File: src/rtl/uart_tx_buffered_pkg.sv
// Shared definitions for the buffered UART transmitter: FSM encodings and frame constants.
// Optional even-parity support is enabled with the UART_TX_PARITY_EN macro.
package uart_tx_buffered_pkg;

    typedef enum logic [2:0] {
        ST_IDLE   = 3'd0,
        ST_START  = 3'd1,
        ST_DATA   = 3'd2,
        ST_PARITY = 3'd3,
        ST_STOP   = 3'd4
    } uart_state_t;

    localparam int   DATA_BITS  = 8;
    localparam logic IDLE_LEVEL = 1'b1;

    function automatic logic even_parity(input logic [DATA_BITS-1:0] data);
        return ^data;
    endfunction

endpackage

File: src/rtl/uart_sync_fifo.sv
// Small synchronous FIFO with first-word fall-through output, shared by the UART paths.
// Not affected by UART_TX_PARITY_EN.
module uart_sync_fifo #(
    parameter int WIDTH = 8,
    parameter int DEPTH = 4
) (
    input  logic                     clk,
    input  logic                     reset,
    input  logic                     push,
    input  logic                     pop,
    input  logic [WIDTH-1:0]         din,
    output logic [WIDTH-1:0]         dout,
    output logic                     full,
    output logic                     empty,
    output logic [$clog2(DEPTH):0]   count
);

    localparam int             PTR_W      = $clog2(DEPTH);
    localparam int             CNT_W      = PTR_W + 1;
    localparam logic [CNT_W-1:0] FULL_COUNT = CNT_W'(DEPTH);

    logic [WIDTH-1:0] r_mem [DEPTH];
    logic [PTR_W-1:0] r_wr_ptr;
    logic [PTR_W-1:0] r_rd_ptr;
    logic [CNT_W-1:0] r_count;

    logic w_push_ok;
    logic w_pop_ok;

    // A push is refused while full even if a pop frees a slot on the same edge.
    assign w_push_ok = push && !full;
    assign w_pop_ok  = pop && !empty;

    assign full  = (r_count == FULL_COUNT);
    assign empty = (r_count == '0);
    assign count = r_count;
    assign dout  = r_mem[r_rd_ptr];

    always_ff @(posedge clk) begin
        if (w_push_ok) begin
            r_mem[r_wr_ptr] <= din;
        end
    end

    // Depth is a power of two, so the pointers wrap naturally.
    always_ff @(posedge clk or posedge reset) begin
        if (reset) begin
            r_wr_ptr <= '0;
            r_rd_ptr <= '0;
            r_count  <= '0;
        end else begin
            if (w_push_ok) begin
                r_wr_ptr <= r_wr_ptr + PTR_W'(1);
            end
            if (w_pop_ok) begin
                r_rd_ptr <= r_rd_ptr + PTR_W'(1);
            end
            case ({w_push_ok, w_pop_ok})
                2'b10:   r_count <= r_count + CNT_W'(1);
                2'b01:   r_count <= r_count - CNT_W'(1);
                default: r_count <= r_count;
            endcase
        end
    end

endmodule

File: src/rtl/uart_tx_buffered.sv
// Buffered UART transmitter: byte FIFO feeding an LSB-first 8N1 serialiser.
// Defining UART_TX_PARITY_EN inserts an even-parity bit, giving 8E1 frames.
module uart_tx_buffered
    import uart_tx_buffered_pkg::*;
#(
    parameter int CLK_FREQ   = 50_000_000,
    parameter int BAUD_RATE  = 115_200,
    parameter int FIFO_DEPTH = 4
) (
    input  logic                          clk,
    input  logic                          reset,
    input  logic                          wr_valid,
    input  logic [7:0]                    wr_data,
    output logic                          wr_ready,
    output logic                          tx,
    output logic                          busy,
    output logic [$clog2(FIFO_DEPTH):0]   fifo_count
);

    localparam int                CLKS_PER_BIT = CLK_FREQ / BAUD_RATE;
    localparam int                BAUD_W       = (CLKS_PER_BIT > 1) ? $clog2(CLKS_PER_BIT) : 1;
    localparam logic [BAUD_W-1:0] BAUD_RELOAD  = BAUD_W'(CLKS_PER_BIT - 1);
    localparam logic [2:0]        LAST_BIT     = 3'(DATA_BITS - 1);

    uart_state_t          r_state;
    logic [BAUD_W-1:0]    r_baud_cnt;
    logic [2:0]           r_bit_idx;
    logic [DATA_BITS-1:0] r_shift;
    logic                 r_tx;
`ifdef UART_TX_PARITY_EN
    logic                 r_parity;
`endif

    logic [DATA_BITS-1:0] w_fifo_dout;
    logic                 w_fifo_full;
    logic                 w_fifo_empty;
    logic                 w_bit_done;
    logic                 w_pop;

    uart_sync_fifo #(
        .WIDTH (DATA_BITS),
        .DEPTH (FIFO_DEPTH)
    ) u_fifo (
        .clk   (clk),
        .reset (reset),
        .push  (wr_valid),
        .pop   (w_pop),
        .din   (wr_data),
        .dout  (w_fifo_dout),
        .full  (w_fifo_full),
        .empty (w_fifo_empty),
        .count (fifo_count)
    );

    assign w_bit_done = (r_baud_cnt == '0);
    // Popping at the end of STOP lets the next frame start with no idle gap.
    assign w_pop = !w_fifo_empty &&
                   ((r_state == ST_IDLE) || ((r_state == ST_STOP) && w_bit_done));

    assign wr_ready = !w_fifo_full;
    assign tx       = r_tx;
    assign busy     = (r_state != ST_IDLE) || !w_fifo_empty;

    always_ff @(posedge clk or posedge reset) begin
        if (reset) begin
            r_state    <= ST_IDLE;
            r_baud_cnt <= '0;
            r_bit_idx  <= '0;
            r_shift    <= '0;
            r_tx       <= IDLE_LEVEL;
`ifdef UART_TX_PARITY_EN
            r_parity   <= 1'b0;
`endif
        end else begin
            // The line level trails the state by one clock, so every bit still lasts CLKS_PER_BIT clocks.
            case (r_state)
                ST_START: r_tx <= 1'b0;
                ST_DATA:  r_tx <= r_shift[0];
`ifdef UART_TX_PARITY_EN
                ST_PARITY: r_tx <= r_parity;
`endif
                default:  r_tx <= IDLE_LEVEL;
            endcase

            if ((r_state != ST_IDLE) && !w_bit_done) begin
                r_baud_cnt <= r_baud_cnt - BAUD_W'(1);
            end

            if (w_pop) begin
                r_state    <= ST_START;
                r_baud_cnt <= BAUD_RELOAD;
                r_bit_idx  <= '0;
                r_shift    <= w_fifo_dout;
`ifdef UART_TX_PARITY_EN
                r_parity   <= even_parity(w_fifo_dout);
`endif
            end else begin
                case (r_state)
                    ST_IDLE: begin
                        r_state <= ST_IDLE;
                    end
                    ST_START: begin
                        if (w_bit_done) begin
                            r_state    <= ST_DATA;
                            r_baud_cnt <= BAUD_RELOAD;
                            r_bit_idx  <= '0;
                        end
                    end
                    ST_DATA: begin
                        if (w_bit_done) begin
                            r_shift    <= {1'b0, r_shift[DATA_BITS-1:1]};
                            r_baud_cnt <= BAUD_RELOAD;
                            if (r_bit_idx == LAST_BIT) begin
`ifdef UART_TX_PARITY_EN
                                r_state <= ST_PARITY;
`else
                                r_state <= ST_STOP;
`endif
                            end else begin
                                r_bit_idx <= r_bit_idx + 3'd1;
                            end
                        end
                    end
`ifdef UART_TX_PARITY_EN
                    ST_PARITY: begin
                        if (w_bit_done) begin
                            r_state    <= ST_STOP;
                            r_baud_cnt <= BAUD_RELOAD;
                        end
                    end
`endif
                    ST_STOP: begin
                        if (w_bit_done) begin
                            r_state <= ST_IDLE;
                        end
                    end
                    default: begin
                        r_state <= ST_IDLE;
                    end
                endcase
            end
        end
    end

endmodule

File: config.mk
export PLATFORM = sky130hd
export DESIGN_NAME = uart_tx_buffered
export DESIGN_NICKNAME = d
export VERILOG_FILES = /design/src/rtl/uart_tx_buffered_pkg.sv /design/src/rtl/uart_sync_fifo.sv /design/src/rtl/uart_tx_buffered.sv
export SDC_FILE = /design/constraint.sdc
export NUM_CORES = 1
export LEC_CHECK = 0
export BUFFER_PORTS_ARGS = -buffer_cell sky130_fd_sc_hd__buf_2
export CAP_MARGIN = 30
export CELL_PAD_IN_SITES_DETAIL_PLACEMENT = 1
export CELL_PAD_IN_SITES_GLOBAL_PLACEMENT = 2
export CORE_MARGIN = 5
export CORE_UTILIZATION = 39
export DETAILED_ROUTE_END_ITERATION = 8
export GPL_TIMING_DRIVEN = 1
export MAX_ROUTING_LAYER = met4
export PLACE_DENSITY_LB_ADDON = 0.25
export SLEW_MARGIN = 20
export SYNTH_ARGS = -nofsm -noshare
export SYNTH_HDL_FRONTEND = slang
export SYNTH_SLANG_ARGS = --single-unit
File: constraint.sdc
create_clock -name clk -period 2.53 [get_ports clk]
set_input_delay 0.506 -clock clk [delete_from_list [all_inputs] [get_ports clk]]
set_output_delay 0.506 -clock clk [all_outputs]
set_load 0.05 [all_outputs]
==> impl_metrics.csv, run 1 <==
group,metric,value,unit
worst_setup_path,r2r_cells,12,
power,powerDensity,759.3,mW/mm²
grt,grt-ovfl-total,0,
worst_setup_path,cp-start-kind,"flip-flop",
routing,route.detailed.drc,0,
power,p_comb_frac,0.184,
run_status,status,"finished, final reports clean",
power,peakVddDrop,0.0005899,V
sta,relSlewSlack,0.5986,
sta,skew,9.160,ps
logic_synthesis,synthesis.area,0.002894,mm²
clock_network,cts_buffers,9,
cells_and_area,nNetsFinal,250,
clock_network,clock_latency,350,ps
placed_design,dpl_cell_area,0.003182,mm²
min_path,min_path_type,"input pin to asynchronous set/reset pin",
clock_network,ctsRootBufferMaster,"clkbuf_8",
routing,drt_iter0_drc,76,
cells_and_area,layout-drive-gt1-share,0.3787,
grt,met1_usage,0.1835,
logic_synthesis,synth_seq_cells,63,
grt,grtUsageMet2,0.2369,
routing,drt_first_pass_iters,4,
sta,period_needed,2425,ps
grt,grtUsageTotal,0.1509,
die,ios,17,
sta,finalMaxSlewViolations,0,
cells_and_area,fillCellCount,752,
logic_synthesis,synth-edff-count,32,
cells_and_area,ff_latch_area,0.001738,mm²
clock_network,cts_hold_buf,0,
power,pwr-share-seq,0.507,
die,die_w,96.14,µm
sta,final.setup.worst_slack,105.2,ps
logic_synthesis,syn-num-nets,214,
power,power.leakage,1.406,nW
sta,fmax,412.4,MHz
cells_and_area,final_cell_area,0.003386,mm²
sta,finalSetupViolCount,0,
cells_and_area,n_antenna_cell,0,
worst_setup_path,endpoint_kind,"flip-flop",
routing,wl,5910,µm
power,clockPowerShare,0.308,
clock_network,clkSlewWorstSetupHoldPaths,70,ps
logic_synthesis,ys_types,51,
worst_setup_path,cp.arrival,2700,ps
sta,tightest_slew,602.0,ps
die,core-area,0.007253,mm²
logic_synthesis,netlist_instances,194,
worst_setup_path,cp-startpoint,"r_baud_cnt[0]",
sta,final_hold_viol_count,0,
cells_and_area,syn_to_final_growth,16.99,%
power,p_int,0.001759,W
grt,grt_start_max_net_pins,32,
grt,met3_usage,0.04535,
die,core.rowCount,31,
job,drv_cap,0,
logic_synthesis,yosys_warnings,0,
logic_synthesis,synthArstFlopShare,0.4921,
die,design.die.area,0.009243,mm²
die,start_util,0.3990,
placed_design,port_buffers,16,
grt,top_usage_layer,"met2",
clock_network,htree_num_levels,3,
worst_setup_path,crit-reg2reg-launch,"r_baud_cnt[0]",
routing,route.vias.total,1734,
worst_setup_path,required,2800,ps
die,die_y,96.14,µm
clock_network,cts.path.max_buffers,2,
worst_setup_path,path_class,"flip-flop to flip-flop",
placed_design,gp_congestion,0.7849,
power,switching_power,0.0008123,W
placed_design,dp_hpwl,4294,µm
routing,viasPerCell,5.192,
routing,ant_nets,0,
logic_synthesis,synth_top_family_by_area,"multiplexers",
logic_synthesis,synth_simple_gate_area_frac,0.1003,
sta,grt_setup_unrepaired,"true",
grt,grt_pass1_vias,1971,
grt,antenna_found_initial,0,
routing,wl_per_cell,17.69,µm
logic_synthesis,synth-seq-area-share,0.6005,
logic_synthesis,synth_compound_area_frac,0.06269,
logic_synthesis,yosys.area_share.adder,0.04150,
worst_setup_path,rrSetupSlack,110,ps
clock_network,cts.sink_count,63,
worst_setup_path,r2r-end,"u_fifo.count[2]",
logic_synthesis,synth_ff_type,"edfxtp_1",
power,power.total,0.002571,W
logic_synthesis,synth_mux_area_frac,0.1371,
cells_and_area,mostFrequentLayoutCell,"edfxtp_1",
clock_network,cts_tree,"done",
logic_synthesis,synth.avg_cell_area,14.92,µm²
grt,grt_pass1_wl,9846,µm
sta,hold_slack,229.0,ps
cells_and_area,multi_input_area,0.001111,mm²
placed_design,dp_slack,48.73,ps
cells_and_area,final_cell_mix,"edfxtp_1 (32), dfrtp_1 (30), buf_2 (16), buf_4 (15)",
power,p_sw_frac,0.3160,
sta,finalCritPeriodShare,0.9584,
worst_setup_path,crit_path_max_fanout,3,
logic_synthesis,synthXorXnorAreaFrac,0.03026,
## per-layer routing
| layer | part of all wire | vias to the layer above |
|---|---|---|
| met3 | 0.041 | 10 |
| met4 | 0.013 | 0 |
| met1 | 0.44 | 887 |
| met5 | 0 | - |
| met2 | 0.51 | 26 |
| li1 | - | 811 |
## synthesized netlist by cell type (2+ instances only)
cell type,n,area (µm²)
edfxtp_1,32,960.9
dfrtp_1,30,750.7
inv_1,11,41.29
mux2_2,9,101.4
ha_1,8,100.1
mux4_2,8,180.2
nand2_1,8,30.03
mux2_4,7,105.1
and3_1,6,37.54
xnor2_1,6,52.55
nor2_1,5,18.77
a21oi_1,4,20.02
nand3_1,4,20.02
nor3_1,4,20.02
xor2_1,4,35.03
nor4_1,3,18.77
o31ai_1,3,22.52
a211oi_1,2,15.01
a221o_1,2,20.02
buf_6,2,22.52
clkbuf_1,2,7.510
nand2b_1,2,12.51
nor2b_1,2,12.51
nor3b_1,2,15.01
o22a_1,2,17.52
## power by group through the flow
stage | clock [W] | sequential [W] | combinational, W
2_1_floorplan | 0 | 0.00139 | 0.000253
3_3_place_gp | 0 | 0.00131 | 0.000452
3_5_place_dp | 0 | 0.00133 | 0.000488
4_1_cts | 0.000824 | 0.00131 | 0.000490
5_1_grt | 0.000871 | 0.00132 | 0.000522
6_report | 0.000792 | 0.00130 | 0.000474
## worst max-delay path, cell delays in order (launching register included)
cell and delay, ps:
dfrtp_1 390, inv_2 80, ha_4 130, or3b_4 390, o31ai_4 250, nand2_2 90, inv_2 80, ha_4 130
inv_2 30, fa_2 340, xor2_1 150, nor2_1 110, xor2_1 160
## logic make-up after synthesis
logic type	after synthesis
xor+xnor	10
mux	25
simple gates	48
flops	63
buf+inv	17
compound gates	22
fa+ha+maj	9
## final cells by class
| type | instances | share of cell area |
|---|---|---|
| inverters | 11 | 0.01220 |
| repair buffers | 31 | 0.05691 |
| multi-input cells | 114 | 0.3282 |
| clock inverters | 7 | 0.01626 |
| clock buffers | 9 | 0.03659 |
| flip-flops and latches | 63 | 0.5133 |
| well taps | 99 | 0.03659 |
## per-stage QoR
step,util,TNS [ps],instances
finish,0.4668,0,334
global route,0.4668,-16.57,334
CTS,0.4633,0,332
detailed placement,0.4387,0,316
global placement,0.4387,0,316
floorplan,-,-94.06,194
## worst max path at each step
stage	endpoint	slack, ps
6_report	u_fifo.count[2]	110
3_5_place_dp	u_fifo.count[2]	50
5_1_grt	u_fifo.count[2]	-20
2_1_floorplan	u_fifo.count[2]	-90
4_1_cts	u_fifo.count[2]	30
3_3_place_gp	u_fifo.count[2]	150
## sequential cells by signal, summed over array words and instances (netlist names)
register and count:
u_fifo.r_mem 32, r_baud_cnt 9, r_shift 8, r_bit_idx 3, r_state 3, u_fifo.count 3
u_fifo.r_rd_ptr 2, u_fifo.r_wr_ptr 2, tx 1
## what timing repair did
item	in CTS	in global routing
buffers inserted	0	2
pin swaps	1	5
resized for setup	0	3
setup endpoints to repair	1	1
No activity file was read; power rests on OpenSTA's default activity.
==> inputs of run 2 (changes only) <==
--- a/config.mk
+++ b/config.mk
@@ -9,7 +9,6 @@
 export CAP_MARGIN = 30
 export CELL_PAD_IN_SITES_DETAIL_PLACEMENT = 1
 export CELL_PAD_IN_SITES_GLOBAL_PLACEMENT = 2
-export CORE_MARGIN = 5
 export CORE_UTILIZATION = 39
 export DETAILED_ROUTE_END_ITERATION = 8
 export GPL_TIMING_DRIVEN = 1
@@ -18,4 +17,5 @@
 export SLEW_MARGIN = 20
 export SYNTH_ARGS = -nofsm -noshare
 export SYNTH_HDL_FRONTEND = slang
+export SYNTH_HIERARCHICAL = 1
 export SYNTH_SLANG_ARGS = --single-unit
==> run 2 against run 1 <==
Hold slack got worse by 130 ps. Combinational power rose by 150%. Routed wire length rose by 4.4%. Clock power rose by 0.5%. Sequential share of layout area fell by 0.99 points. Flip-flop and latch count did not move. Non-clock buffer count rose by 6. Register-to-register slack got worse by 100 ps. Largest cell class unchanged. Highest routed layer unchanged.
==> impl_metrics.csv, run 2 <==
group,metric,value,unit
routing,wl_per_cell,17.78,µm
worst_setup_path,crit_path_max_fanout,2,
worst_setup_path,slowest_stage,"or3b_4",
worst_setup_path,r2r_cells,12,
cells_and_area,finalNonFillerCells,347,
clock_network,ctsRootBufferMaster,"clkbuf_8",
cells_and_area,largest_reg_flops,32,
logic_synthesis,synth.largest_area_cell,"edfxtp_1",
clock_network,cts.path.max_buffers,2,
logic_synthesis,synthesis.area,0.002932,mm²
sta,finalMaxSlewViolations,0,
worst_setup_path,cp-start-kind,"flip-flop",
grt,antenna_found_initial,0,
die,die_w,88.70,µm
logic_synthesis,syn-num-nets,224,
clock_network,cts_resized,0,
grt,grt_pass1_vias,1993,
die,design.die.area,0.007868,mm²
placed_design,dpl_cell_area,0.003234,mm²
grt,grt_pass1_wl,10290,µm
grt,grtUsageTotal,0.1884,
logic_synthesis,synth_top_area_frac,0.3278,
sta,tightest_slew,594.6,ps
cells_and_area,final_cell_mix,"edfxtp_1 (32), dfrtp_1 (30), buf_4 (20), buf_2 (16), inv_1 (15)",
routing,drt_iter0_drc,91,
cells_and_area,top_regs,"u_fifo/r_mem (32), r_baud_cnt (9), r_shift (8)",
logic_synthesis,synth.avg_cell_area,14.37,µm²
logic_synthesis,synthTopCellsByArea,"edfxtp_1 (33%), dfrtp_1 (26%), mux4_2 (6.1%)",
cells_and_area,fillCellCount,750,
routing,route.vias.total,1836,
grt,grt_start_max_net_pins,25,
cells_and_area,layout-drive-gt1-share,0.3710,
worst_setup_path,worstPathCellList,"inv_1 -> ha_2 -> or3b_4 -> o31ai_4 -> and2_4 -> o31a_4 -> ha_4 -> inv_2 -> fa_2 -> xor2_1 -> nor2_1 -> xor2_1",
power,p_sw_frac,0.3561,
sta,period_needed,2526,ps
clock_network,clock_latency,350,ps
cells_and_area,multi_input_area,0.001101,mm²
die,die_y,88.70,µm
sta,hold_slack,94.74,ps
die,ios,17,
routing,route.detailed.drc,0,
job,drv_cap,0,
power,switching_power,0.001282,W
worst_setup_path,cpMostUsedCell,"xor2_1",
logic_synthesis,synth_seq_cells,63,
logic_synthesis,synth-edff-count,32,
clock_network,htree_num_levels,3,
power,peakVddDrop,0.0006553,V
clock_network,cts_buffers,9,
cells_and_area,mostFrequentLayoutCell,"edfxtp_1",
clock_network,clkSlewWorstSetupHoldPaths,70,ps
worst_setup_path,max_stage_delay,400,ps
cells_and_area,nNetsFinal,263,
worst_setup_path,endpoint_kind,"flip-flop",
power,clockPowerShare,0.221,
cells_and_area,syn_to_final_growth,17.75,%
power,pwr-share-seq,0.451,
sta,finalCritPeriodShare,0.9983,
sta,relSlewSlack,0.6012,
die,core-area,0.007253,mm²
placed_design,dp_cells,327,
cells_and_area,final_cell_area,0.003452,mm²
sta,setup_tns,0,ps
placed_design,port_buffers,16,
routing,drt_first_pass_iters,4,
routing,met1Wirelength,2775,µm
logic_synthesis,yosysMostFrequentCell,"edfxtp_1",
routing,viasPerCell,5.291,
sta,grt_setup_unrepaired,"true",
power,power.leakage,1.365,nW
clock_network,cts_tree,"done",
power,powerDensity,1043,mW/mm²
sta,skew,10.18,ps
routing,ant_nets,0,
worst_setup_path,crit_family,"simple AND/OR/NAND/NOR gates",
placed_design,gp_congestion,0.8598,
cells_and_area,n_antenna_cell,0,
worst_setup_path,cp.arrival,2750,ps
routing,met3_length,180,µm
worst_setup_path,rrSetupSlack,4,ps
logic_synthesis,yosys-top-cells-count,"edfxtp_1 (32), dfrtp_1 (30), inv_1 (17)",
worst_setup_path,crit-reg2reg-launch,"r_baud_cnt[0]",
logic_synthesis,ys_types,54,
power,p_comb_frac,0.328,
sta,finalSetupViolCount,0,
logic_synthesis,synth-seq-area-share,0.5928,
cells_and_area,top_register,"u_fifo/r_mem",
sta,fmax,395.9,MHz
grt,grt-ovfl-total,0,
die,start_util,0.4042,
logic_synthesis,netlist_instances,204,
worst_setup_path,cp.buffers_inverters,2,
routing,wl,6168,µm
sta,final_hold_viol_count,0,
cells_and_area,ff_latch_area,0.001738,mm²
power,p_int,0.002318,W
worst_setup_path,required,2760,ps
worst_setup_path,r2r-end,"u_fifo/count[2]",
logic_synthesis,synth_ff_type,"edfxtp_1",
run_status,status,"finished, final reports clean",
clock_network,cts.sink_count,63,
min_path,min_path_type,"input pin to asynchronous set/reset pin",
worst_setup_path,path_class,"flip-flop to flip-flop",
logic_synthesis,yosys_warnings,6,
die,core.rowCount,31,
logic_synthesis,synthArstFlopShare,0.4921,
routing,top_layer,"met4",
routing,wl_met2,3049,µm
placed_design,dp_hpwl,4375,µm
==> run 2: worst max path at each step <==
stage / start / end / slack, ps / cells past startpoint
after floorplan: r_baud_cnt[0] / u_fifo/count[2] / -300 / 14
after global placement: r_baud_cnt[1] / u_fifo/count[2] / 30 / 12
after detailed placement: r_baud_cnt[1] / u_fifo/count[2] / -60 / 12
after CTS: r_baud_cnt[1] / u_fifo/count[2] / 9 / 12
after global routing: r_baud_cnt[1] / u_fifo/count[2] / -120 / 12
final: r_baud_cnt[0] / u_fifo/count[2] / 4 / 12
==> run 2: kinds of logic after synthesis <==
| group | count (synthesis) | share of synthesized area |
|---|---|---|
| flops | 63 | 0.5928 |
| fa+ha+maj | 9 | 0.04097 |
| xor+xnor | 10 | 0.02988 |
| buf+inv | 26 | 0.04310 |
| compound gates | 32 | 0.09646 |
| mux | 14 | 0.08450 |
| simple gates | 50 | 0.1123 |
==> run 2: area by class of cell <==
cell class / count / share of cell area
inverters: 17 / 0.01848
clock inverters: 7 / 0.01631
flip-flops and latches: 63 / 0.5034
well taps: 99 / 0.03588
repair buffers: 37 / 0.07104
clock buffers: 9 / 0.03588
multi-input cells: 115 / 0.3190
==> run 2: metrics by stage <==
stage          setup slack [ps]  total power (W)  utilization
2_1_floorplan            -301.6         0.002437            -
3_3_place_gp              27.25         0.002688       0.4459
3_5_place_dp             -64.08         0.002793       0.4459
4_1_cts                   8.541         0.003634       0.4739
5_1_grt                  -117.4         0.003812       0.4759
6_report                  4.361         0.003600       0.4759
==> run 2: power by group through the flow <==
stage               logic, W  registers (W)  clock network [W]
floorplan           0.000801        0.00164                  0
global placement     0.00107        0.00162                  0
detailed placement   0.00114        0.00165                  0
global route         0.00129        0.00167           0.000860
CTS                  0.00119        0.00163           0.000817
finish               0.00118        0.00162           0.000796
==> run 2: worst register-to-register path: stages, from the launching register on <==
cell and delay, ps:
dfrtp_1 380, inv_1 60, ha_2 170, or3b_4 400, o31ai_4 190, and2_4 190, o31a_4 150, ha_4 130
inv_2 40, fa_2 330, xor2_1 180, nor2_1 70, xor2_1 130
==> run 2: what timing repair did <==
action,4_1_cts,5_1_grt
pin swaps,4,0
endpoints found under the setup margin,1,1
hold buffers,0,0
setup buffers,3,0
==> run 2: per-layer routing <==
metal / vias to the layer above / GRT usage
met5: - / -
met4: 0 / 0.09384
met3: 13 / 0.03358
met2: 39 / 0.2832
met1: 937 / 0.2458
li1: 847 / -
